**config.mk**
```make
export PLATFORM = sky130hd
export DESIGN_NAME = adc_align_training_ctrl_flat
export DESIGN_NICKNAME = d
export VERILOG_FILES = /design/src/rtl/adc_align_training_ctrl_if.sv /design/src/rtl/adc_align_training_ctrl.sv /design/src/flat_wrapper.sv
export SDC_FILE = /design/constraint.sdc
export NUM_CORES = 1
export LEC_CHECK = 0
export CAP_MARGIN = 20
export CELL_PAD_IN_SITES_DETAIL_PLACEMENT = 0
export CELL_PAD_IN_SITES_GLOBAL_PLACEMENT = 1
export CORE_MARGIN = 1
export CORE_UTILIZATION = 30
export CTS_CLUSTER_SIZE = 25
export DETAILED_ROUTE_END_ITERATION = 8
export GPL_TIMING_DRIVEN = 0
export PLACE_DENSITY_LB_ADDON = 0.08
export SYNTH_ARGS = -nofsm -noshare
export SYNTH_HDL_FRONTEND = slang
export SYNTH_SLANG_ARGS = --single-unit
```
**constraint.sdc**
```tcl
create_clock -name dco_clk -period 5.2 [get_ports dco_clk]
set_clock_uncertainty 0.1 [all_clocks]
set_input_delay 1.04 -clock dco_clk [delete_from_list [all_inputs] [get_ports dco_clk]]
set_output_delay 1.04 -clock dco_clk [all_outputs]
set_load 0.03 [all_outputs]
```
**src/rtl/adc_align_training_ctrl_if.sv**
```systemverilog
// Bundle of training-control signals between the LVDS frontend and its alignment sequencer.
// The sequencer connects through the slave modport; whatever drives the frontend side uses master.
interface adc_align_training_ctrl_if #(
    parameter int LANES     = 8,
    parameter int MAX_SLIPS = 2*LANES-1
);
    localparam int SLIP_W = $clog2(MAX_SLIPS+1);

    logic                 start;
    logic                 aligned;
    logic                 word_valid;
    logic [2*LANES-1:0]   word;
    logic                 fe_rst_n;
    logic                 bitslip;
    logic                 adc_test_en;
    logic                 wr_gate;
    logic                 locked;
    logic                 fail;
    logic [SLIP_W-1:0]    slip_count;
    logic [7:0]           retrain_count;
    logic [2:0]           state_dbg;

    modport master (
        output start, aligned, word_valid, word,
        input  fe_rst_n, bitslip, adc_test_en, wr_gate, locked, fail,
               slip_count, retrain_count, state_dbg
    );

    modport slave (
        input  start, aligned, word_valid, word,
        output fe_rst_n, bitslip, adc_test_en, wr_gate, locked, fail,
               slip_count, retrain_count, state_dbg
    );
endinterface

```
**src/rtl/adc_align_training_ctrl.sv**
```systemverilog
// LVDS ADC alignment training sequencer (DCO domain): frontend reset, pattern check, bitslip, lock.
// Optional feature: define ALIGN_AUTO_RETRAIN_EN to retrain automatically when aligned drops in LOCKED.
module adc_align_training_ctrl #(
    parameter int                 LANES         = 8,
    parameter int                 SETTLE_CYCLES = 64,
    parameter int                 CHECK_WORDS   = 16,
    parameter int                 MAX_SLIPS     = 2*LANES-1,
    parameter logic [2*LANES-1:0] TRAIN_PATTERN = 16'hA55A
) (
    input  logic                        dco_clk,
    input  logic                        rst,
    adc_align_training_ctrl_if.slave    bus
);

    localparam int SLIP_W       = $clog2(MAX_SLIPS+1);
    localparam int CNT_W        = $clog2(SETTLE_CYCLES+1);
    localparam int MATCH_W      = $clog2(CHECK_WORDS+1);
    localparam int RESET_CYCLES = 4;

    typedef enum logic [2:0] {
        ST_IDLE     = 3'd0,
        ST_RESET_FE = 3'd1,
        ST_SETTLE   = 3'd2,
        ST_CHECK    = 3'd3,
        ST_SLIP     = 3'd4,
        ST_LOCKED   = 3'd5,
        ST_FAIL     = 3'd6
    } state_e;

    state_e               r_state;
    state_e               w_next_state;
    logic [CNT_W-1:0]     r_cnt;
    logic [CNT_W-1:0]     r_starve;
    logic [MATCH_W-1:0]   r_match_cnt;
    logic [SLIP_W-1:0]    r_slip_count;
    logic [7:0]           w_retrain_count;

    logic r_fe_rst_n, r_bitslip, r_adc_test_en, r_wr_gate, r_locked, r_fail;
    logic w_fe_rst_n, w_bitslip, w_adc_test_en, w_wr_gate, w_locked, w_fail;

    logic w_match, w_starved, w_mismatch, w_retrain;

    assign w_match    = bus.word_valid && bus.aligned && (bus.word == TRAIN_PATTERN);
    // A run of idle cycles as long as the settle time is treated like a bad word.
    assign w_starved  = !bus.word_valid && (r_starve == CNT_W'(SETTLE_CYCLES-1));
    assign w_mismatch = (bus.word_valid && !w_match) || w_starved;

`ifdef ALIGN_AUTO_RETRAIN_EN
    logic [7:0] r_retrain_count;

    assign w_retrain       = (r_state == ST_LOCKED) && !bus.aligned;
    assign w_retrain_count = r_retrain_count;

    always_ff @(posedge dco_clk or posedge rst) begin
        if (rst) begin
            r_retrain_count <= 8'd0;
        end else if (w_retrain && !bus.start && (r_retrain_count != 8'hFF)) begin
            r_retrain_count <= r_retrain_count + 8'd1;
        end
    end
`else
    assign w_retrain       = 1'b0;
    assign w_retrain_count = 8'd0;
`endif

    // State register plus the per-state counters that steer it.
    // NOTE: clocked state uses non-blocking assignments so every register samples pre-edge values.
    always_ff @(posedge dco_clk or posedge rst) begin
        if (rst) begin
            r_state      <= ST_IDLE;
            r_cnt        <= '0;
            r_starve     <= '0;
            r_match_cnt  <= '0;
            r_slip_count <= '0;
        end else begin
            r_state <= w_next_state;

            if (bus.start || (w_next_state != r_state)) begin
                r_cnt <= '0;
            end else if ((r_state == ST_RESET_FE) || (r_state == ST_SETTLE)) begin
                r_cnt <= r_cnt + 1'b1;
            end

            if ((r_state != ST_CHECK) || bus.word_valid) begin
                r_starve <= '0;
            end else begin
                r_starve <= r_starve + 1'b1;
            end

            if (r_state != ST_CHECK) begin
                r_match_cnt <= '0;
            end else if (w_match) begin
                r_match_cnt <= r_match_cnt + 1'b1;
            end

            // Every fresh training run, manual or automatic, starts counting slips from zero.
            if ((w_next_state == ST_RESET_FE) && (bus.start || (r_state != ST_RESET_FE))) begin
                r_slip_count <= '0;
            end else if (w_next_state == ST_SLIP) begin
                r_slip_count <= r_slip_count + 1'b1;
            end
        end
    end

    // NOTE: the default assignment at the top keeps this block free of inferred latches.
    always_comb begin
        w_next_state = r_state;
        case (r_state)
            ST_IDLE:     w_next_state = ST_IDLE;
            ST_RESET_FE: if (r_cnt == CNT_W'(RESET_CYCLES-1)) w_next_state = ST_SETTLE;
            ST_SETTLE:   if (r_cnt == CNT_W'(SETTLE_CYCLES-1)) w_next_state = ST_CHECK;
            ST_CHECK: begin
                if (w_match && (r_match_cnt == MATCH_W'(CHECK_WORDS-1))) begin
                    w_next_state = ST_LOCKED;
                end else if (w_mismatch) begin
                    w_next_state = (r_slip_count < SLIP_W'(MAX_SLIPS)) ? ST_SLIP : ST_FAIL;
                end
            end
            ST_SLIP:     w_next_state = ST_SETTLE;
            ST_LOCKED:   if (w_retrain) w_next_state = ST_RESET_FE;
            ST_FAIL:     w_next_state = ST_FAIL;
            default:     w_next_state = ST_IDLE;
        endcase
        if (bus.start) begin
            w_next_state = ST_RESET_FE;
        end
    end

    // Output values are decoded from the next state so the registered copies line up with r_state.
    always_comb begin
        w_fe_rst_n    = 1'b1;
        w_adc_test_en = 1'b0;
        w_bitslip     = 1'b0;
        w_locked      = 1'b0;
        w_fail        = 1'b0;
        w_wr_gate     = 1'b0;
        case (w_next_state)
            ST_IDLE:     w_fe_rst_n = 1'b0;
            ST_RESET_FE: begin
                w_fe_rst_n    = 1'b0;
                w_adc_test_en = 1'b1;
            end
            ST_SETTLE,
            ST_CHECK:    w_adc_test_en = 1'b1;
            ST_SLIP: begin
                w_adc_test_en = 1'b1;
                w_bitslip     = 1'b1;
            end
            ST_LOCKED: begin
                w_locked  = 1'b1;
                w_wr_gate = bus.aligned;
            end
            ST_FAIL:     w_fail = 1'b1;
            default:     w_fe_rst_n = 1'b0;
        endcase
    end

    always_ff @(posedge dco_clk or posedge rst) begin
        if (rst) begin
            r_fe_rst_n    <= 1'b0;
            r_bitslip     <= 1'b0;
            r_adc_test_en <= 1'b0;
            r_wr_gate     <= 1'b0;
            r_locked      <= 1'b0;
            r_fail        <= 1'b0;
        end else begin
            r_fe_rst_n    <= w_fe_rst_n;
            r_bitslip     <= w_bitslip;
            r_adc_test_en <= w_adc_test_en;
            r_wr_gate     <= w_wr_gate;
            r_locked      <= w_locked;
            r_fail        <= w_fail;
        end
    end

    assign bus.fe_rst_n      = r_fe_rst_n;
    assign bus.bitslip       = r_bitslip;
    assign bus.adc_test_en   = r_adc_test_en;
    assign bus.wr_gate       = r_wr_gate;
    assign bus.locked        = r_locked;
    assign bus.fail          = r_fail;
    assign bus.slip_count    = r_slip_count;
    assign bus.retrain_count = w_retrain_count;
    assign bus.state_dbg     = r_state;

endmodule
```
**src/flat_wrapper.sv**
```systemverilog
// flat-port wrapper written by rule: the top's interface ports become plain ports
module adc_align_training_ctrl_flat 
#(
    parameter int                 LANES         = 8,
    parameter int                 SETTLE_CYCLES = 64,
    parameter int                 CHECK_WORDS   = 16,
    parameter int                 MAX_SLIPS     = 2*LANES-1,
    parameter logic [2*LANES-1:0] TRAIN_PATTERN = 16'hA55A
)
  (dco_clk, rst, bus_start, bus_aligned, bus_word_valid, bus_word, bus_fe_rst_n, bus_bitslip, bus_adc_test_en, bus_wr_gate, bus_locked, bus_fail, bus_slip_count, bus_retrain_count, bus_state_dbg);
  adc_align_training_ctrl_if #(.LANES(LANES), .MAX_SLIPS(MAX_SLIPS)) bus_i ();
  input  logic dco_clk;
  input  logic rst;
  input wire logic [$bits(bus_i.start)-1:0] bus_start;
  input wire logic [$bits(bus_i.aligned)-1:0] bus_aligned;
  input wire logic [$bits(bus_i.word_valid)-1:0] bus_word_valid;
  input wire logic [$bits(bus_i.word)-1:0] bus_word;
  output wire logic [$bits(bus_i.fe_rst_n)-1:0] bus_fe_rst_n;
  output wire logic [$bits(bus_i.bitslip)-1:0] bus_bitslip;
  output wire logic [$bits(bus_i.adc_test_en)-1:0] bus_adc_test_en;
  output wire logic [$bits(bus_i.wr_gate)-1:0] bus_wr_gate;
  output wire logic [$bits(bus_i.locked)-1:0] bus_locked;
  output wire logic [$bits(bus_i.fail)-1:0] bus_fail;
  output wire logic [$bits(bus_i.slip_count)-1:0] bus_slip_count;
  output wire logic [$bits(bus_i.retrain_count)-1:0] bus_retrain_count;
  output wire logic [$bits(bus_i.state_dbg)-1:0] bus_state_dbg;
  assign bus_i.start = bus_start;
  assign bus_i.aligned = bus_aligned;
  assign bus_i.word_valid = bus_word_valid;
  assign bus_i.word = bus_word;
  assign bus_fe_rst_n = bus_i.fe_rst_n;
  assign bus_bitslip = bus_i.bitslip;
  assign bus_adc_test_en = bus_i.adc_test_en;
  assign bus_wr_gate = bus_i.wr_gate;
  assign bus_locked = bus_i.locked;
  assign bus_fail = bus_i.fail;
  assign bus_slip_count = bus_i.slip_count;
  assign bus_retrain_count = bus_i.retrain_count;
  assign bus_state_dbg = bus_i.state_dbg;
  adc_align_training_ctrl #(.LANES(LANES), .SETTLE_CYCLES(SETTLE_CYCLES), .CHECK_WORDS(CHECK_WORDS), .MAX_SLIPS(MAX_SLIPS), .TRAIN_PATTERN(TRAIN_PATTERN)) u_core (.dco_clk(dco_clk), .rst(rst), .bus(bus_i));
endmodule
```
==> results of run 1 <==
-- worst register-to-register path: cells and delay by family (launching register included) --
kind / cells / cell delay (ns)
adder cells (fa/ha/maj): 1 / 0.19
flip-flops: 1 / 0.37
AND/OR/NAND/NOR: 3 / 0.80
AO/OA/AOI/OAI: 2 / 0.58
multiplexers: 1 / 0.37
-- routing by layer --
layer | wire, um | global-route usage (%) | part of all wire [%]
met4 | 31 | 4.528 | 0.84
met1 | 1661 | 18.18 | 45
met3 | 152 | 4.235 | 4.1
met5 | 0 | 0 | 0
met2 | 1827 | 22.92 | 50
-- power by group --
| part | internal, W | total (W) | switching, W | leakage (nW) |
|---|---|---|---|---|
| logic | 0.0000763 | 0.000191 | 0.000115 | 0.494 |
| registers | 0.000267 | 0.000279 | 0.0000127 | 0.435 |
| clock network | 0.000118 | 0.000201 | 0.0000834 | 0.0503 |
| total | 0.000461 | 0.000672 | 0.000211 | 0.979 |
-- flip-flops by register name (all words and copies together), names as in the netlist --
| signal | flops |
|---|---|
| u_core.bus.bitslip | 1 |
| u_core.bus.fe_rst_n | 1 |
| u_core.r_match_cnt | 5 |
| u_core.bus.wr_gate | 1 |
| u_core.bus.locked | 1 |
| u_core.bus.fail | 1 |
| u_core.bus.slip_count | 4 |
| u_core.bus.adc_test_en | 1 |
| u_core.r_cnt | 7 |
| u_core.bus.state_dbg | 3 |
| u_core.r_starve | 7 |
-- synthesized netlist by cell type, types with 2 or more instances --
cell,instances,area share (%)
mux2i_1,2,1.2
buf_4,8,3.5
nand3_1,7,2.0
or2_2,2,0.73
and3_1,3,1.1
nand4b_1,2,1.0
xor2_1,6,3.1
ha_1,5,3.6
nor2b_1,3,1.1
nand4_1,2,0.73
inv_1,9,2.0
nor3_1,4,1.2
nand4bb_1,2,1.3
xnor2_1,9,4.6
nor2_1,25,5.5
a21oi_1,6,1.7
o21ai_0,2,0.58
nor4b_1,2,1.0
clkbuf_1,5,1.1
nand2_1,7,1.5
dfrtp_1,32,47
a31oi_1,2,0.73
mux2_2,2,1.3
nor4_1,3,1.1
-- metrics by stage --
step | hold slack (ns) | util [%] | total power [W] | cells | instance area [um2]
after floorplan | 0.3251 | - | 0.0004106 | 180 | 1744
after global placement | 0.3453 | 39.13 | 0.0004680 | 284 | 2155
after detailed placement | 0.3632 | 39.63 | 0.0004769 | 285 | 2182
after CTS | 0.3719 | 41.38 | 0.0006863 | 292 | 2278
after global routing | 0.3835 | 41.38 | 0.0007215 | 292 | 2278
final | 0.3628 | 41.38 | 0.0006718 | 292 | 2278
-- cell type report --
cell class              count  area, um2  share of cell area [%]
repair buffers             33      347.8                   15.27
clock buffers               7      96.34                   4.228
plain buffers              13      78.83                   3.460
well taps                  72      90.09                   3.954
inverters                   9      33.78                   1.483
multi-input cells         126      830.8                   36.46
flip-flops and latches     32      800.8                   35.15
-- worst min-delay path by stage --
stage / cells after the start / to / slack, ns / startpoint
6_report: 1 / u_core.r_starve[0] / 0.36 / u_core.r_starve[0]
4_1_cts: 1 / u_core.r_starve[0] / 0.37 / u_core.r_starve[0]
5_1_grt: 1 / u_core.r_starve[0] / 0.38 / u_core.r_starve[0]
3_5_place_dp: 1 / u_core.r_starve[0] / 0.36 / u_core.r_starve[0]
2_1_floorplan: 1 / u_core.r_starve[0] / 0.33 / u_core.r_starve[0]
3_3_place_gp: 1 / u_core.r_starve[0] / 0.35 / u_core.r_starve[0]
-- cell families after synthesis --
| logic type | after synthesis | share of synthesized area, % |
|---|---|---|
| other | 1 | 0.2183 |
| DFF | 32 | 46.61 |
| buffers and inverters | 22 | 6.555 |
| muxes | 4 | 2.476 |
| AOI/OAI and AO/OA | 21 | 9.251 |
| xor gates and xnor gates | 15 | 7.648 |
| adders and majority gates | 5 | 3.642 |
| and+or+nand+nor | 73 | 23.60 |
==> metrics.yaml, run 1 <==
worstSetupStartpointType: "input port"
yosysWarningCount: 0
cp_top_family: "simple AND/OR/NAND/NOR gates"
min_path_type: "reg -> reg"
finalSetupTns_ns: 0
ff2ff_setup_slack_ns: 2.68
yosysSeqAreaShare_pct: 46.61
cts_buffers: 5
drive_above_1_share_pct: 12.27
synthesis.area_mm2: 0.001718
final.period_utilization_pct: 61.77
r2r_end: "u_core.bus.slip_count[2]"
io_pins: 42
slew_violations: 0
drc: 0
ctsHoldBuffers: 0
reg2regPathDepth: 7
die_x_um: 77.67
max_stage_delay_ns: 0.56
viasPerCell: 4.743
worst_pin_slew_ns: 0.6030
status: "complete, no violations"
setup_viol: 0
root_buffer: "clkbuf_8"
critPathRequiredTime_ns: 5.26
finalCriticalPeriod_ns: 3.212
gr-total-overflow: 0
max_slew_margin_pct: 59.63
grt_pass1_wl_mm: 6.513
drtIter0Drc: 74
place_congestion: 0.7088
nFillCells: 555
synthArstFlopShare_pct: 100.0
num_antenna_cells: 0
grtUsageTotal_pct: 14.22
cts_resized: 0
synth_edf_count: 0
path_cells: "clkdlybuf4s50_1 > nand4b_1 > nor3_1 > a31oi_1 > a21o_1 > nor4b_1 > mux2_2"
rsz0062_at_grt: "false"
io_buffers: 32
cp.depth: 7
start_util_pct: 31.20
cp.arrival_ns: 3.27
ant_nets: 0
dieArea_mm2: 0.006033
grt_pass1_vias: 1378
ir_worst_vdd_mv: 0.1162
crit_path_end_kind: "flip-flop"
path_max_fanout: 8
synth_flop_cell: "dfrtp_1"
critical_path.startpoint: "bus_word_valid"
grt_max_degree: 21
post_cts_buffers: 0
power_density_mw_per_mm2: 294.9
cts.sinks: 32
drv_cap: 0
htreeDepth: 2
timing.rr.start: "u_core.r_starve[0]"
syn_inst: 173
std_cell_rows: 27
dieHeight_um: 77.67
final_cell_mix: "clkdlybuf4s50_1, dfrtp_1, nor2_1"
cts_tree: "built"
synth.distinct_cells: 47
fin_ws_ns: 1.988
dpl.hpwl_mm: 2.797
clk_path_buf_depth: 2
wirelength_mm: 3.673
core_mm2: 0.005507
wl_per_cell_um: 12.58
max_freq_mhz: 311.3
clk_pin_slew_ns: 0.06
drt_first_pass_iters: 4
crit_end: "u_core.bus.slip_count[2]"
cp_slowest_cell: "clkdlybuf4s50_1"
syn_area_per_cell_um2: 9.930
areaGrowthSynthToFinish_pct: 32.63
ys_ff_latch: 32
critPathBufInv: 1
fin_nets: 246
p_leak_nw: 0.9791
crit_type: "in -> reg"
antenna_found_initial: 0
clock_latency_ns: 0.27
num_vias: 1385
finalHoldViolCount: 0
place_ws_ns: 1.675
Note: power is estimated with default switching activity, not from simulation.
==> inputs of run 2 (changes only) <==
==> constraint.sdc (replaced) <==
create_clock -name dco_clk -period 2.6 [get_ports dco_clk]
set_clock_uncertainty 0.1 [all_clocks]
set_input_delay 0.52 -clock dco_clk [delete_from_list [all_inputs] [get_ports dco_clk]]
set_output_delay 0.52 -clock dco_clk [all_outputs]
set_load 0.03 [all_outputs]
==> metrics.yaml, run 2 (synthesis gave the netlist of run 1 again) <==
num_vias: 1386
switching_share_pct: 31.82
viasPerCell: 4.730
max_slew_margin_pct: 59.97
finalHoldViolCount: 0
p_clk_share_pct: 29.9
gr-total-overflow: 0
final_cell_mix: "dfrtp_1, clkdlybuf4s50_1, nor2_1"
place_inst: 285
worstSetupStartpointType: "input port"
status: "complete, no violations"
cp_top_family: "simple AND/OR/NAND/NOR gates"
cp_slowest_cell: "clkdlybuf4s50_1"
wirelength_mm: 3.727
setup_viol: 0
power_density_mw_per_mm2: 582.9
die_x_um: 77.67
min_path_type: "reg -> reg"
antenna_found_initial: 0
path_cells: "clkdlybuf4s50_1 > nand4b_1 > nor3_4 > a31oi_1 > a21o_2 > nor4b_2 > mux2_2"
internal_power_w: 0.0009244
clk_path_buf_depth: 2
finalCriticalPeriod_ns: 2.497
path_max_fanout: 8
layout.cells.non_filler: 293
max_freq_mhz: 400.4
drive_above_1_share_pct: 15.38
io_buffers: 32
finalSetupTns_ns: 0
final.period_utilization_pct: 96.05
clk_pin_slew_ns: 0.06
root_buffer: "clkbuf_8"
largestRegisters: "u_core.r_cnt (7), u_core.r_starve (7), u_core.r_match_cnt (5)"
hold_slack_ns: 0.3736
htreeDepth: 2
io_pins: 42
num_antenna_cells: 0
dieHeight_um: 77.67
mostFrequentLayoutCell: "dfrtp_1"
ctsHoldBuffers: 0
combPwrFrac_pct: 28.8
grt_max_degree: 21
critPathRequiredTime_ns: 2.67
cts.sinks: 32
ant_nets: 0
p_leak_nw: 1.009
grt_pass1_vias: 1378
max_stage_delay_ns: 0.49
crit_path_end_kind: "flip-flop"
cts_tree: "built"
crit_type: "in -> reg"
dieArea_mm2: 0.006033
cp.arrival_ns: 2.56
p_sw_w: 0.0004314
drv_cap: 0
areaGrowthSynthToFinish_pct: 35.40
dpl.hpwl_mm: 2.797
clock_latency_ns: 0.28
grt_pass1_wl_mm: 6.534
critPathBufInv: 1
core_mm2: 0.005507
grtUsageTotal_pct: 14.25
worst_pin_slew_ns: 0.5979
drtIter0Drc: 71
fin_nets: 247
seq_power_share_pct: 41.2
slew_violations: 0
std_cell_rows: 27
finalPower_w: 0.001356
cts_buffers: 5
start_util_pct: 31.20
drt_first_pass_iters: 4
wl_per_cell_um: 12.72
place_congestion: 0.7088
drc: 0
ir_worst_vdd_mv: 0.2325
[run 2: cell types whose count changed in the layout (fill, tap and decap cells not counted), sizes merged]
| cell | previous run | this run |
|---|---|---|
| clkdlybuf4s50 | 32 | 31 |
| dlymetal6s2s | 0 | 1 |
| buf | 9 | 10 |
[run 2: layout make-up]
class,count,area [um2]
Buffer,13,78.83
Clock buffer,7,96.34
Fill cell,553,3181
Inverter,9,33.78
Multi-Input combinational cell,126,868.3
Sequential cell,32,800.8
Tap cell,72,90.09
Timing Repair Buffer,34,357.8
[run 2: power by group through the flow]
stage	clock network (W)	logic (W)	registers (W)
final	0.000406	0.000391	0.000559
after global routing	0.000451	0.000440	0.000563
after CTS	0.000425	0.000389	0.000559
after detailed placement	0	0.000386	0.000568
after global placement	0	0.000370	0.000566
after floorplan	0	0.000223	0.000598
[run 2: per-layer routing]
layer / global-route usage [%] / vias up / routed length (um)
met2: 22.92 / 33 / 1891
met4: 4.528 / 0 / 37
met3: 4.235 / 4 / 153
met5: 0 / - / 0
li1: - / 678 / -
met1: 18.26 / 671 / 1645
[run 2: timing repair]
action	4_1_cts	5_1_grt
buffers inserted	0	1
resized for setup	1	8
gates cloned	0	0
setup endpoints to repair	5	7
pin swaps	0	2
[run 2: through the flow]
stage / worst slack, ns / utilization (%) / area [um2]
global placement: -0.3924 / 39.13 / 2155
finish: 0.1027 / 42.24 / 2326
global route: -0.04282 / 42.24 / 2326
CTS: 0.01693 / 41.47 / 2283
floorplan: 0.3451 / - / 1744
detailed placement: -0.4046 / 39.63 / 2182
[run 2: path summary, 6_finish.rpt]
| kind | from | cells past startpoint | slack, ns | endpoint |
|---|---|---|---|---|
| worst max-delay path | bus_aligned | 7 | 0.10 | u_core.bus.slip_count[2] |
| worst min-delay path | u_core.r_starve[0] | 1 | 0.37 | u_core.r_starve[0] |
| worst max register to register | u_core.r_starve[0] | 7 | 0.22 | u_core.bus.slip_count[2] |
| worst min register to register | u_core.r_starve[0] | 1 | 0.37 | u_core.r_starve[0] |
| max in group asynchronous | rst | 3 | 1.39 | u_core.bus.fe_rst_n |
| min in group asynchronous | rst | 2 | 0.51 | u_core.bus.adc_test_en |
[run 2: worst reg2reg max path: stages (launching register included)]
cell     delay (ns)
dfrtp_1        0.37
ha_1           0.19
and3_4         0.23
a41oi_4        0.14
a22oi_2        0.33
nand2_2        0.19
nor4b_2        0.35
mux2_2         0.36
